==> config.mk <==
export PLATFORM = sky130hd
export DESIGN_NAME = learn_costs
export DESIGN_NICKNAME = d
export VERILOG_FILES = /design/src/rtl/learn_costs.sv
export SDC_FILE = /design/constraint.sdc
export NUM_CORES = 1
export LEC_CHECK = 0
export CAP_MARGIN = 20
export CORE_UTILIZATION = 30
export CTS_CLUSTER_DIAMETER = 30
export CTS_CLUSTER_SIZE = 28
export DETAILED_ROUTE_END_ITERATION = 16
export GPL_TIMING_DRIVEN = 0
export SLEW_MARGIN = 20
export SYNTH_ARGS = -nofsm -noshare
export SYNTH_HDL_FRONTEND = slang
export SYNTH_SLANG_ARGS = --single-unit
==> constraint.sdc <==
create_clock -name clock -period 7.4 [get_ports clock]
set_input_delay 1.48 -clock clock [delete_from_list [all_inputs] [get_ports clock]]
set_output_delay 1.48 -clock clock [all_outputs]
set_load 0.005 [all_outputs]
==> src/rtl/learn_costs.sv <==
// learn_costs: neighbour-cost learner for the cluster-routing node.
// Each en pulse starts one run. The run reads the neighbour count, then scans
// the neighbour table in the external byte memory for fsourceID. A match
// refreshes that entry's battery, learned cost and cluster. Otherwise a new
// entry is appended if the table still has room. done pulses once the
// write-back is complete.
// Ports:
//   clock, nrst (async, active-high)       clock / reset
//   en                                     start pulse; inputs latched on this edge
//   fsourceID, fbatteryStat, fValue,
//   fclusterID, initial_epsilon            frame fields and link cost
//   address, wr_en, mem_data_in            memory byte address, write strobe, write data
//   mem_data_out                           combinational read data {mem[a], mem[a+1]}
//   done                                   one-cycle completion pulse
//   state_out                              current FSM state code
module learn_costs #(
  parameter int WORD_W     = 16,
  parameter int ADDR_W     = 11,
  parameter int MAX_NBR    = 32,
  parameter int TABLE_BASE = 16
) (
  input  logic              clock,
  input  logic              nrst,
  input  logic              en,
  input  logic [WORD_W-1:0] fsourceID,
  input  logic [WORD_W-1:0] fbatteryStat,
  input  logic [WORD_W-1:0] fValue,
  input  logic [WORD_W-1:0] fclusterID,
  input  logic [WORD_W-1:0] initial_epsilon,
  output logic [ADDR_W-1:0] address,
  output logic              wr_en,
  input  logic [WORD_W-1:0] mem_data_out,
  output logic [WORD_W-1:0] mem_data_in,
  output logic              done,
  output logic [4:0]        state_out
);

  typedef enum logic [4:0] {
    S_IDLE = 5'd0, S_RD_CNT = 5'd1, S_INIT = 5'd2, S_CHECK = 5'd3,
    S_RD_ID = 5'd4, S_CMP = 5'd5, S_RD_Q = 5'd6, S_CALC = 5'd7,
    S_WR_BAT = 5'd8, S_WR_Q = 5'd9, S_WR_CLU = 5'd10, S_WR_ID = 5'd11,
    S_INC_CNT = 5'd12, S_DONE = 5'd13
  } state_t;

  localparam logic [ADDR_W-1:0] BASE = ADDR_W'(TABLE_BASE);
  localparam logic [WORD_W-1:0] MAXW = WORD_W'(MAX_NBR);

  state_t            state;
  logic [WORD_W-1:0] src, bat, val, clu, eps;
  logic [WORD_W-1:0] count, idx, id, q;
  logic              is_new;

  // Entry base address for the current index. idx never exceeds MAX_NBR, so
  // the low bits cover the whole table.
  logic [ADDR_W-1:0] ent;
  assign ent = BASE + {idx[ADDR_W-4:0], 3'b000};

  // Link cost C = sat16(fValue + epsilon).
  logic [WORD_W:0]   sum;
  logic [WORD_W-1:0] cost;
  assign sum  = {1'b0, val} + {1'b0, eps};
  assign cost = sum[WORD_W] ? '1 : sum[WORD_W-1:0];

  // Learned cost: average of the old Q (held in q) and C, using a 17-bit sum.
  logic [WORD_W:0] avg;
  assign avg = {1'b0, q} + {1'b0, cost};

  assign state_out = state;

  always_ff @(posedge clock or posedge nrst) begin
    if (nrst) begin
      state       <= S_IDLE;
      address     <= '0;
      wr_en       <= 1'b0;
      mem_data_in <= '0;
      done        <= 1'b0;
      src <= '0; bat <= '0; val <= '0; clu <= '0; eps <= '0;
      count <= '0; idx <= '0; id <= '0; q <= '0;
      is_new <= 1'b0;
    end else begin
      wr_en <= 1'b0;
      done  <= 1'b0;
      case (state)
        S_IDLE: if (en) begin
          src <= fsourceID; bat <= fbatteryStat; val <= fValue;
          clu <= fclusterID; eps <= initial_epsilon;
          is_new  <= 1'b0;
          address <= '0;
          state   <= S_RD_CNT;
        end
        S_RD_CNT: begin
          count <= mem_data_out;
          state <= S_INIT;
        end
        S_INIT: begin
          idx   <= '0;
          state <= S_CHECK;
        end
        S_CHECK: begin
          if (idx < count && idx < MAXW) begin
            address <= ent;
            state   <= S_RD_ID;
          end else if (count < MAXW) begin
            // Scan exhausted with room left: idx == count, append there.
            is_new      <= 1'b1;
            q           <= cost;
            address     <= ent;
            mem_data_in <= src;
            wr_en       <= 1'b1;
            state       <= S_WR_ID;
          end else begin
            done  <= 1'b1;
            state <= S_DONE;
          end
        end
        S_RD_ID: begin
          id    <= mem_data_out;
          state <= S_CMP;
        end
        S_CMP: begin
          if (id == src) begin
            address <= ent + ADDR_W'(4);
            state   <= S_RD_Q;
          end else begin
            idx   <= idx + WORD_W'(1);
            state <= S_CHECK;
          end
        end
        S_RD_Q: begin
          q     <= mem_data_out;
          state <= S_CALC;
        end
        S_CALC, S_WR_ID: begin
          if (state == S_CALC) q <= avg[WORD_W:1];
          address     <= ent + ADDR_W'(2);
          mem_data_in <= bat;
          wr_en       <= 1'b1;
          state       <= S_WR_BAT;
        end
        S_WR_BAT: begin
          address     <= ent + ADDR_W'(4);
          mem_data_in <= q;
          wr_en       <= 1'b1;
          state       <= S_WR_Q;
        end
        S_WR_Q: begin
          address     <= ent + ADDR_W'(6);
          mem_data_in <= clu;
          wr_en       <= 1'b1;
          state       <= S_WR_CLU;
        end
        S_WR_CLU: begin
          if (is_new) begin
            address     <= '0;
            mem_data_in <= count + WORD_W'(1);
            wr_en       <= 1'b1;
            state       <= S_INC_CNT;
          end else begin
            done  <= 1'b1;
            state <= S_DONE;
          end
        end
        S_INC_CNT: begin
          done  <= 1'b1;
          state <= S_DONE;
        end
        S_DONE:  state <= S_IDLE;
        default: state <= S_IDLE;
      endcase
    end
  end

endmodule

Word level (Yosys, flattened, before mapping):

Cells that the tools add are included.

* register bits: 179
* input port bits: 99
* output and inout bits: 34
* word-level logic and storage cells: 97

* add/subtract/negate cells: 8
* $lt $le $gt $ge: 3
* equality and inequality tests: 21
* mux-type cells: 35
* reduce and logical (&&, ||, !) cells: 15

Operators by type and width (count)
* 16-bit two-way mux: 8
* 16-bit one-hot mux with 5 select lines: 1
* 11-bit one-hot mux with 7 select lines: 1
* 5-bit one-hot mux with 12 select lines: 1
* 11-bit two-way mux: 5
* 16-bit one-hot mux with 3 select lines: 1
* 16-bit by 16-bit adder with 17-bit output: 2
* 16-bit by 1-bit adder with 16-bit output (second input constant): 2
* 16-bit by 6-bit < comparator with 1-bit output (second input constant): 2
* 16-bit one-hot mux with 2 select lines: 1
* 5-bit by 4-bit equality test with 1-bit output (second input constant): 5
* 11-bit by 3-bit adder with 11-bit output (second input constant): 2
* 5-bit by 3-bit equality test with 1-bit output (second input constant): 4
* 16-bit equality test: 1
* 16-bit < comparator: 1
* 2-bit inequality test (second input constant): 7
* 4-bit AND reduction: 3
* 11-bit by 2-bit adder with 11-bit output (second input constant): 1
* 5-bit by 11-bit adder with 11-bit output (first input constant): 1
* 5-bit by 2-bit equality test with 1-bit output (second input constant): 2
* 1-bit two-way mux: 10
* 7-bit nonzero test: 1
* 3-bit two-way mux: 2
* 1-bit one-hot mux with 3 select lines: 2
* 14 further kinds: 16

Logic depth before layout (Yosys ltp):

Gate-level depths: netlist (run 1).

* depth in word-level cells: 5
* gate-level depth with buffers: 19

Least setup slack after synthesis (run 1):

Ideal clock, no wire load.

* kind: register -> register
* start: register val[0]
* end: register q[13]
* library setup time: 0.121 ns
* arrival: 4.159 ns
* required time: 7.279 ns
* setup slack: 3.119 ns
* stages on the path, launching flop included: 20
* path buffers: 1
* period minus slack after synthesis: 4.281 ns
* cell sequence: dfrtp_1 ha_1 fa_1 a21oi_2 o2111ai_2 o211ai_2 nand2_1 nor2_2 buf_2 o21ai_0 ha_1 a211o_1 o221ai_2 a31oi_1 a41o_1 a21o_1 a21oi_2 xor2_1 o211ai_1 o22a_1

* longest elaborated chain between the ends: 5

Ends and longest elaborated chain
* start, declared: RTL line 49 `logic [WORD_W-1:0] src, bat, val, clu, eps;`
* start signal, assigned: RTL line 85 `src <= fsourceID; bat <= fbatteryStat; val <= fValue;`
* 16-bit by 16-bit adder with 17-bit output (*): RTL line 61 `assign sum = {1'b0, val} + {1'b0, eps};`
* 16-bit two-way mux (*): RTL line 62 `assign cost = sum[WORD_W] ? '1 : sum[WORD_W-1:0];`
* 16-bit by 16-bit adder with 17-bit output or 16-bit two-way mux (tied branches): RTL line 66, 103
* 16-bit two-way mux, on equally long branches: RTL line 134, 100
* 16-bit one-hot mux with 3 select lines (*): RTL line 83 `case (state)`
* end signal, assigned: RTL line 106 `q <= cost;`
* end signal, assigned: RTL line 130 `q <= mem_data_out;`
* end signal, assigned: RTL line 134 `if (state == S_CALC) q <= avg[WORD_W:1];`
* end, declared: RTL line 50 `logic [WORD_W-1:0] count, idx, id, q;`

Every way passes the cells marked *; elsewhere a longest branch is shown, timed or not. The select of a mux whose other input is x is not followed.
A chain may end at the register's enable or synchronous reset.

Worst setup path in the final report (run 1):

Ends and elaborated chain as after synthesis.

==> flow_summary.toml, run 1 <==
[run_status]
run_status = "completed"

[job]
cap_viol_max_count = 0

[power]
power.density_cell_area_mw_per_mm2 = 535
power.switching_fraction_pct = 45.9
peakVddDrop_mv = 0.272
cellLeakagePower_uw = 0.00524
total_power_after_layout_uw = 6730
intPower_uw = 3640
seqPwrFrac_pct = 25.9
power.switching_uw = 3090
p_clk_share_pct = 13.5
power.combinational.fraction_pct = 60.6

[clock_tree]
numCtsBuffers = 17
clk_pin_slew_ns = 0.07
clockBufferDepth = 2
postCtsResizedCells = 0
cts_hold_buffers = 0
tritoncts_clock_tree = "done"
post-cts-setup-buffer-count = 0
cell_at_the_root_of_the_clock_tree = "sky130_fd_sc_hd__clkbuf_16"
cts_sinks = 177
cts_htree_levels = 4
clk-insertion-delay-late_ns = 0.46

[layout]
final-seq-area_mm2 = 0.00443
final_area_mm2 = 0.0126
fill_cell_instance_count_of_the_final_layout = 3241
area_grow_syn2layout_pct = 24.7
num-nets-final = 1294
multi_input_comb_area_mm2 = 0.00538
drive_above_1_share_pct = 15.8

[die]
design.die.area_mm2 = 0.0344
initial_core_utilization_pct = 30.8
placement_rows = 66
dieWidth_um = 185
floorplan.die.height_um = 185
top_level_ports = 133
core_region_area_mm2 = 0.0328

[global_route]
number_of_global_route_vias_before_repair = 8264
overall_overflow_remaining_after_global_route = 0
grt_start_max_net_pins = 105
grt_first_pass_wirelength_mm = 47.4
grt.total_usage_pct = 18.5
grt_antenna_before_repair = 1

[route]
detail_route.drc_violations = 0
post_drt_via_cell_ratio = 5.06
first_pass_iters = 5
routed-via-count = 8090
routedWlPerCell_um = 18.9
remaining_antenna_violation_count = 0
drt-initial-drc-count = 586
finalWirelength_mm = 30.2

[critical_path]
critical_path.cell_chain = "ha_1 > fa_1 > a21oi_2 > o2111ai_2 > o211ai_2 > nand2_1 > nor2_2 > buf_2 > o21ai_0 > ha_1 > a211o_1 > o221ai_2 > a31oi_1 > a41o_1 > a21o_1 > a21oi_2 > xor2_1 > o211ai_1 > o22a_1"
largest_incremental_delay_on_the_critical_path_ns = 0.43
worst-endpoint-arrival_ns = 5.25
cpMaxStageDelayCell = "sky130_fd_sc_hd__fa_1"
worst_ep_required_time_ns = 7.74
startpoint_type = "flop"
critical_path_class = "flop to flop"
worstSetupEndpointType = "flop"
path_buf_inv = 1
critical_path_peak_fanout = 10
critical-path-top-delay-family = "compound AO/OA/AOI/OAI gates"

[sta]
timing_worst_slew_pin_value_ns = 1.08
timing.max_slew.rel_slack_pct = 27.3
worst_clock_skew_ns = 0.0232
final_period_minus_worst_setup_slack_ns = 4.91
slew_viols_final = 0
report.final.setup_viol = 0
clock.fmax_ghz = 0.204
report.final.hold_viol_count = 0
finalHoldWorstSlack_ns = 0.485
finalCritPeriodShare_pct = 66.4
fin_tns_setup_ns = 0
grt_setup_unrepaired = "false"
layout_setup_ws_ns = 2.49

[yosys]
asyncSetResetFlopFracSynth_pct = 100
synth_seq_cells = 177
synthesis.area_per_instance_um2 = 10.2
synth_cell_type_count = 71
mappedNetlistArea_mm2 = 0.0101
synth_edf_count = 0
seq_area_frac_synth_pct = 43.9
yosysWarningCount = 0
synth_flop_cell = "sky130_fd_sc_hd__dfrtp_1"
synth_cells = 991

[place]
place_area_mm2 = 0.0120
count_of_input_and_output_buffers = 130
place_congestion = 0.887
detailedPlace.worstSlack_ns = 2.49
place.detailed.hpwl_mm = 23.5

[hold_path]
hold_class = "flop to flop"
[kinds of logic after synthesis]
group | count (synthesis) | share of synthesized area, %
XOR/XNOR | 73 | 6.33
AO/OA/AOI/OAI | 234 | 15.8
multiplexers | 101 | 11.2
buffers and inverters | 66 | 2.90
AND/OR/NAND/NOR | 286 | 13.1
flip-flops | 177 | 43.9
adder cells (fa/ha/maj) | 53 | 6.72
other | 1 | 0.0372
[layout make-up]
cell class / instances / area share (%)
well taps: 442 / 4.40
repair buffers: 131 / 10.6
multi-input cells: 749 / 42.7
inverters: 22 / 0.716
clock buffers: 17 / 3.38
flip-flops and latches: 177 / 35.2
diodes: 1 / 0.0199
plain buffers: 44 / 1.67
clock inverters: 15 / 1.33
[layout by cell type, fill, tap and decap left out, types with 6 or more instances in the layout]
| cell type | netlist | routed |
|---|---|---|
| sky130_fd_sc_hd__o211ai_1 | 9 | 9 |
| sky130_fd_sc_hd__a211oi_1 | 7 | 7 |
| sky130_fd_sc_hd__nand2_1 | 112 | 112 |
| sky130_fd_sc_hd__nor4_1 | 8 | 8 |
| sky130_fd_sc_hd__a21o_1 | 11 | 11 |
| sky130_fd_sc_hd__a222oi_1 | 12 | 12 |
| sky130_fd_sc_hd__nor2b_1 | 10 | 10 |
| sky130_fd_sc_hd__nor2_1 | 72 | 72 |
| sky130_fd_sc_hd__inv_1 | 22 | 21 |
| sky130_fd_sc_hd__mux2_2 | 98 | 98 |
| sky130_fd_sc_hd__clkdlybuf4s50_1 | 0 | 130 |
| sky130_fd_sc_hd__clkbuf_16 | 0 | 17 |
| sky130_fd_sc_hd__xnor2_1 | 52 | 52 |
| sky130_fd_sc_hd__o21ai_0 | 63 | 63 |
| sky130_fd_sc_hd__a21oi_1 | 51 | 51 |
| sky130_fd_sc_hd__nand4_1 | 18 | 18 |
| sky130_fd_sc_hd__o31ai_1 | 8 | 8 |
| sky130_fd_sc_hd__a22oi_1 | 11 | 11 |
| sky130_fd_sc_hd__dfrtp_1 | 177 | 177 |
| sky130_fd_sc_hd__o21ai_1 | 8 | 8 |
| sky130_fd_sc_hd__xor2_1 | 21 | 21 |
| sky130_fd_sc_hd__inv_8 | 0 | 6 |
| sky130_fd_sc_hd__a31oi_1 | 13 | 13 |
| sky130_fd_sc_hd__nand3_1 | 23 | 23 |
| sky130_fd_sc_hd__ha_1 | 51 | 51 |
| sky130_fd_sc_hd__clkbuf_1 | 16 | 16 |
| sky130_fd_sc_hd__nand2b_1 | 7 | 7 |
| sky130_fd_sc_hd__buf_2 | 21 | 21 |
| sky130_fd_sc_hd__nor3_1 | 11 | 11 |
[metal layers]
layer / up-vias / wire length [um] / track usage (%)
li1: 3888 / - / -
met1: 3921 / 13700 / 24.2
met2: 239 / 13900 / 30.2
met3: 42 / 1780 / 3.44
met4: 0 / 818 / 6.84
met5: - / 0 / 0
[registers in the layout, summed over array words and instances, names as in the netlist, 4 cells and up]
name / flops
state_out: 4
q: 16
mem_data_in: 16
clu: 16
src: 16
idx: 16
count: 16
bat: 16
val: 16
id: 16
eps: 16
address: 10
[cell usage after synthesis (all sizes together), types with 3 or more instances]
cell type / n / area, um^2
nand4: 18 / 113
a222oi: 12 / 120
a221oi: 5 / 56.3
nand3: 23 / 115
and3: 4 / 25.0
clkbuf: 16 / 60.1
a211oi: 8 / 65.1
a31oi: 13 / 81.3
a21oi: 54 / 282
nor4: 9 / 62.6
nor2b: 11 / 76.3
xnor2: 52 / 455
or2: 3 / 18.8
a221o: 3 / 30.0
ha: 51 / 638
nand2b: 7 / 43.8
o21a: 3 / 22.5
a22oi: 11 / 82.6
nor3: 14 / 85.1
dfrtp: 177 / 4430
mux2i: 3 / 30.0
mux2: 98 / 1100
o21ai: 73 / 373
and2: 4 / 25.0
o211ai: 10 / 80.1
nand2: 112 / 420
inv: 22 / 82.6
xor2: 21 / 184
buf: 28 / 150
o31ai: 9 / 81.3
nor2: 75 / 289
a21o: 11 / 82.6
[final timing paths]
kind	startpoint	to	slack [ns]	cells after the start
hold / removal	mem_data_in[0]	mem_data_in[0]	0.48	2
max in group asynchronous	nrst	idx[9]	5.04	3
min in group asynchronous	nrst	src[0]	1.48	2
setup reg to reg	val[0]	q[13]	2.49	19
hold reg to reg	mem_data_in[0]	mem_data_in[0]	0.48	2
setup / recovery	val[0]	q[13]	2.49	19
[tightest hold or removal path: cells and delay by family, from the launching register on]
| family | cells | cell delay, ns |
|---|---|---|
| flops | 1 | 0.35 |
| compound gates | 1 | 0.06 |
| simple gates | 1 | 0.05 |
[power by group through the flow]
| stage | Combinational [uW] | Sequential, uW | Clock [uW] |
|---|---|---|---|
| after floorplan | 3070 | 1620 | 0 |
| after global placement | 3980 | 1750 | 0 |
| after detailed placement | 4030 | 1760 | 0 |
| after CTS | 4060 | 1740 | 927 |
| after global routing | 4550 | 1790 | 963 |
| final | 4080 | 1750 | 908 |
[metrics by stage]
step                      instances  util (%)
after floorplan                 992         -
after global placement         1564      36.5
after detailed placement       1565      36.6
after CTS                      1597      38.4
after global routing           1598      38.4
final                          1598      38.4
Power figures use the tool's default switching activity.
==> run 2: changes to the inputs <==
==> constraint.sdc (replaced) <==
create_clock -name clock -period 5.05 [get_ports clock]
set_input_delay 1.01 -clock clock [delete_from_list [all_inputs] [get_ports clock]]
set_output_delay 1.01 -clock clock [all_outputs]
set_load 0.005 [all_outputs]
==> flow_summary.toml, run 2 (synthesis results as in run 1) <==
[run_status]
run_status = "completed"

[critical_path]
largest_incremental_delay_on_the_critical_path_ns = 0.43
worstSetupEndpointType = "flop"
worst_ep_required_time_ns = 5.38
critical_path_class = "flop to flop"
critical-path-top-delay-family = "compound AO/OA/AOI/OAI gates"
cpMaxStageDelayCell = "sky130_fd_sc_hd__fa_1"
path_buf_inv = 1
critical_path_peak_fanout = 10
startpoint_type = "flop"
worst-endpoint-arrival_ns = 5.07
critical_path.cell_chain = "ha_1 > fa_1 > a21oi_2 > o2111ai_2 > o211ai_2 > nand2_1 > nor2_4 > buf_2 > o21ai_1 > ha_1 > a211o_1 > o221ai_2 > a31oi_1 > a41o_1 > a21o_1 > a21oi_2 > xor2_1 > o211ai_1 > o22a_1"

[clock_tree]
numCtsBuffers = 17
cts_hold_buffers = 0
cts_htree_levels = 4
clk-insertion-delay-late_ns = 0.45
post-cts-setup-buffer-count = 0
clk_pin_slew_ns = 0.07
tritoncts_clock_tree = "done"
clockBufferDepth = 2
cell_at_the_root_of_the_clock_tree = "sky130_fd_sc_hd__clkbuf_16"
cts_sinks = 177

[power]
power.density_cell_area_mw_per_mm2 = 783
peakVddDrop_mv = 0.380
cellLeakagePower_uw = 0.00527

[global_route]
overall_overflow_remaining_after_global_route = 0
grt_start_max_net_pins = 34
grt_first_pass_wirelength_mm = 47.2
grt.total_usage_pct = 18.4
number_of_global_route_vias_before_repair = 8208
grt_antenna_before_repair = 1

[layout]
drive_above_1_share_pct = 16.0
most-common-layout-cells = "177 x sky130_fd_sc_hd__dfrtp_1, 130 x sky130_fd_sc_hd__clkdlybuf4s50_1, 112 x sky130_fd_sc_hd__nand2_1"
final-seq-area_mm2 = 0.00443
layout.cells.most_common = "sky130_fd_sc_hd__dfrtp_1"
num-nets-final = 1298
fill_cell_instance_count_of_the_final_layout = 3259
multi_input_comb_area_mm2 = 0.00538
final_area_mm2 = 0.0127
area_grow_syn2layout_pct = 25.4

[sta]
slew_viols_final = 0
layout_setup_ws_ns = 0.311
finalCritPeriodShare_pct = 93.8
timing.max_slew.rel_slack_pct = 24.1
report.final.setup_viol = 0
grt_setup_unrepaired = "false"
timing_worst_slew_pin_value_ns = 1.13
clock.fmax_ghz = 0.211
finalHoldWorstSlack_ns = 0.483
fin_tns_setup_ns = 0
final_period_minus_worst_setup_slack_ns = 4.74
report.final.hold_viol_count = 0
worst_clock_skew_ns = 0.0230

[route]
detail_route.drc_violations = 0
routed-via-count = 8193
routedWlPerCell_um = 19.1
remaining_antenna_violation_count = 0
post_drt_via_cell_ratio = 5.11
first_pass_iters = 5
drt-initial-drc-count = 593
finalWirelength_mm = 30.7

[die]
dieWidth_um = 185
placement_rows = 66
top_level_ports = 133
initial_core_utilization_pct = 30.8
core_region_area_mm2 = 0.0328
design.die.area_mm2 = 0.0344
floorplan.die.height_um = 185

[place]
place.detailed.hpwl_mm = 24.0
place_area_mm2 = 0.0121
detailedPlace.worstSlack_ns = 0.116
place_congestion = 0.908
count_of_input_and_output_buffers = 130

[hold_path]
hold_class = "flop to flop"

[job]
cap_viol_max_count = 0
run 2: cell types whose count changed in the layout (fill, tap and decap cells not counted), moves of 2 or more:
cell	previous run	this run
sky130_fd_sc_hd__inv_6	0	5
sky130_fd_sc_hd__buf_12	0	5
sky130_fd_sc_hd__inv_8	6	2
sky130_fd_sc_hd__clkinv_4	3	1
run 2: worst register-to-register path, stage by stage, from the launching register on:
cell and delay, ns:
sky130_fd_sc_hd__dfrtp_1 0.39, sky130_fd_sc_hd__ha_1 0.25, sky130_fd_sc_hd__fa_1 0.43, sky130_fd_sc_hd__a21oi_2 0.23, sky130_fd_sc_hd__o2111ai_2 0.22, sky130_fd_sc_hd__o211ai_2 0.20
sky130_fd_sc_hd__nand2_1 0.17, sky130_fd_sc_hd__nor2_4 0.25, sky130_fd_sc_hd__buf_2 0.26, sky130_fd_sc_hd__o21ai_1 0.17, sky130_fd_sc_hd__ha_1 0.35, sky130_fd_sc_hd__a211o_1 0.28
sky130_fd_sc_hd__o221ai_2 0.16, sky130_fd_sc_hd__a31oi_1 0.13, sky130_fd_sc_hd__a41o_1 0.31, sky130_fd_sc_hd__a21o_1 0.21, sky130_fd_sc_hd__a21oi_2 0.17, sky130_fd_sc_hd__xor2_1 0.16
sky130_fd_sc_hd__o211ai_1 0.09, sky130_fd_sc_hd__o22a_1 0.21
run 2: metrics by stage:
step / utilization [%] / instances / power (uW)
2_1_floorplan: - / 992 / 6880
3_3_place_gp: 36.5 / 1564 / 8380
3_5_place_dp: 36.8 / 1569 / 8500
4_1_cts: 38.6 / 1601 / 9910
5_1_grt: 38.6 / 1601 / 10700
6_report: 38.6 / 1602 / 9920
run 2: area by class of cell:
cell class,instances,area share (%)
inverters,22,0.682
well taps,442,4.37
multi-input cells,749,42.5
plain buffers,44,1.66
diodes,1,0.0198
clock inverters,14,1.33
clock buffers,18,3.39
flip-flops and latches,177,35.0
repair buffers,135,11.1
run 2: final timing paths:
| kind | end | start | cells after the start | slack (ns) |
|---|---|---|---|---|
| setup / recovery | q[13] | val[0] | 19 | 0.31 |
| hold / removal | mem_data_in[10] | mem_data_in[10] | 2 | 0.48 |
| setup reg to reg | q[13] | val[0] | 19 | 0.31 |
| hold reg to reg | mem_data_in[10] | mem_data_in[10] | 2 | 0.48 |
| max in group asynchronous | val[1] | nrst | 4 | 3.27 |
| min in group asynchronous | wr_en | nrst | 2 | 0.97 |
run 2: where the power goes:
| group | internal [uW] | total, uW | switching [uW] |
|---|---|---|---|
| registers | 2030 | 2560 | 528 |
| logic | 2660 | 5990 | 3330 |
| clock network | 708 | 1370 | 666 |
run 2: timing repair:
action | 4_1_cts | 5_1_grt
gates resized for setup | 0 | 2
setup endpoints to repair | 0 | 4
endpoints found under the hold margin | 0 | 0
run 2: layer usage:
layer	wire length (um)	GRT usage [%]
met2	13900	29.5
met4	1020	7.90
met5	0	0
met3	1800	3.93
met1	13900	23.8
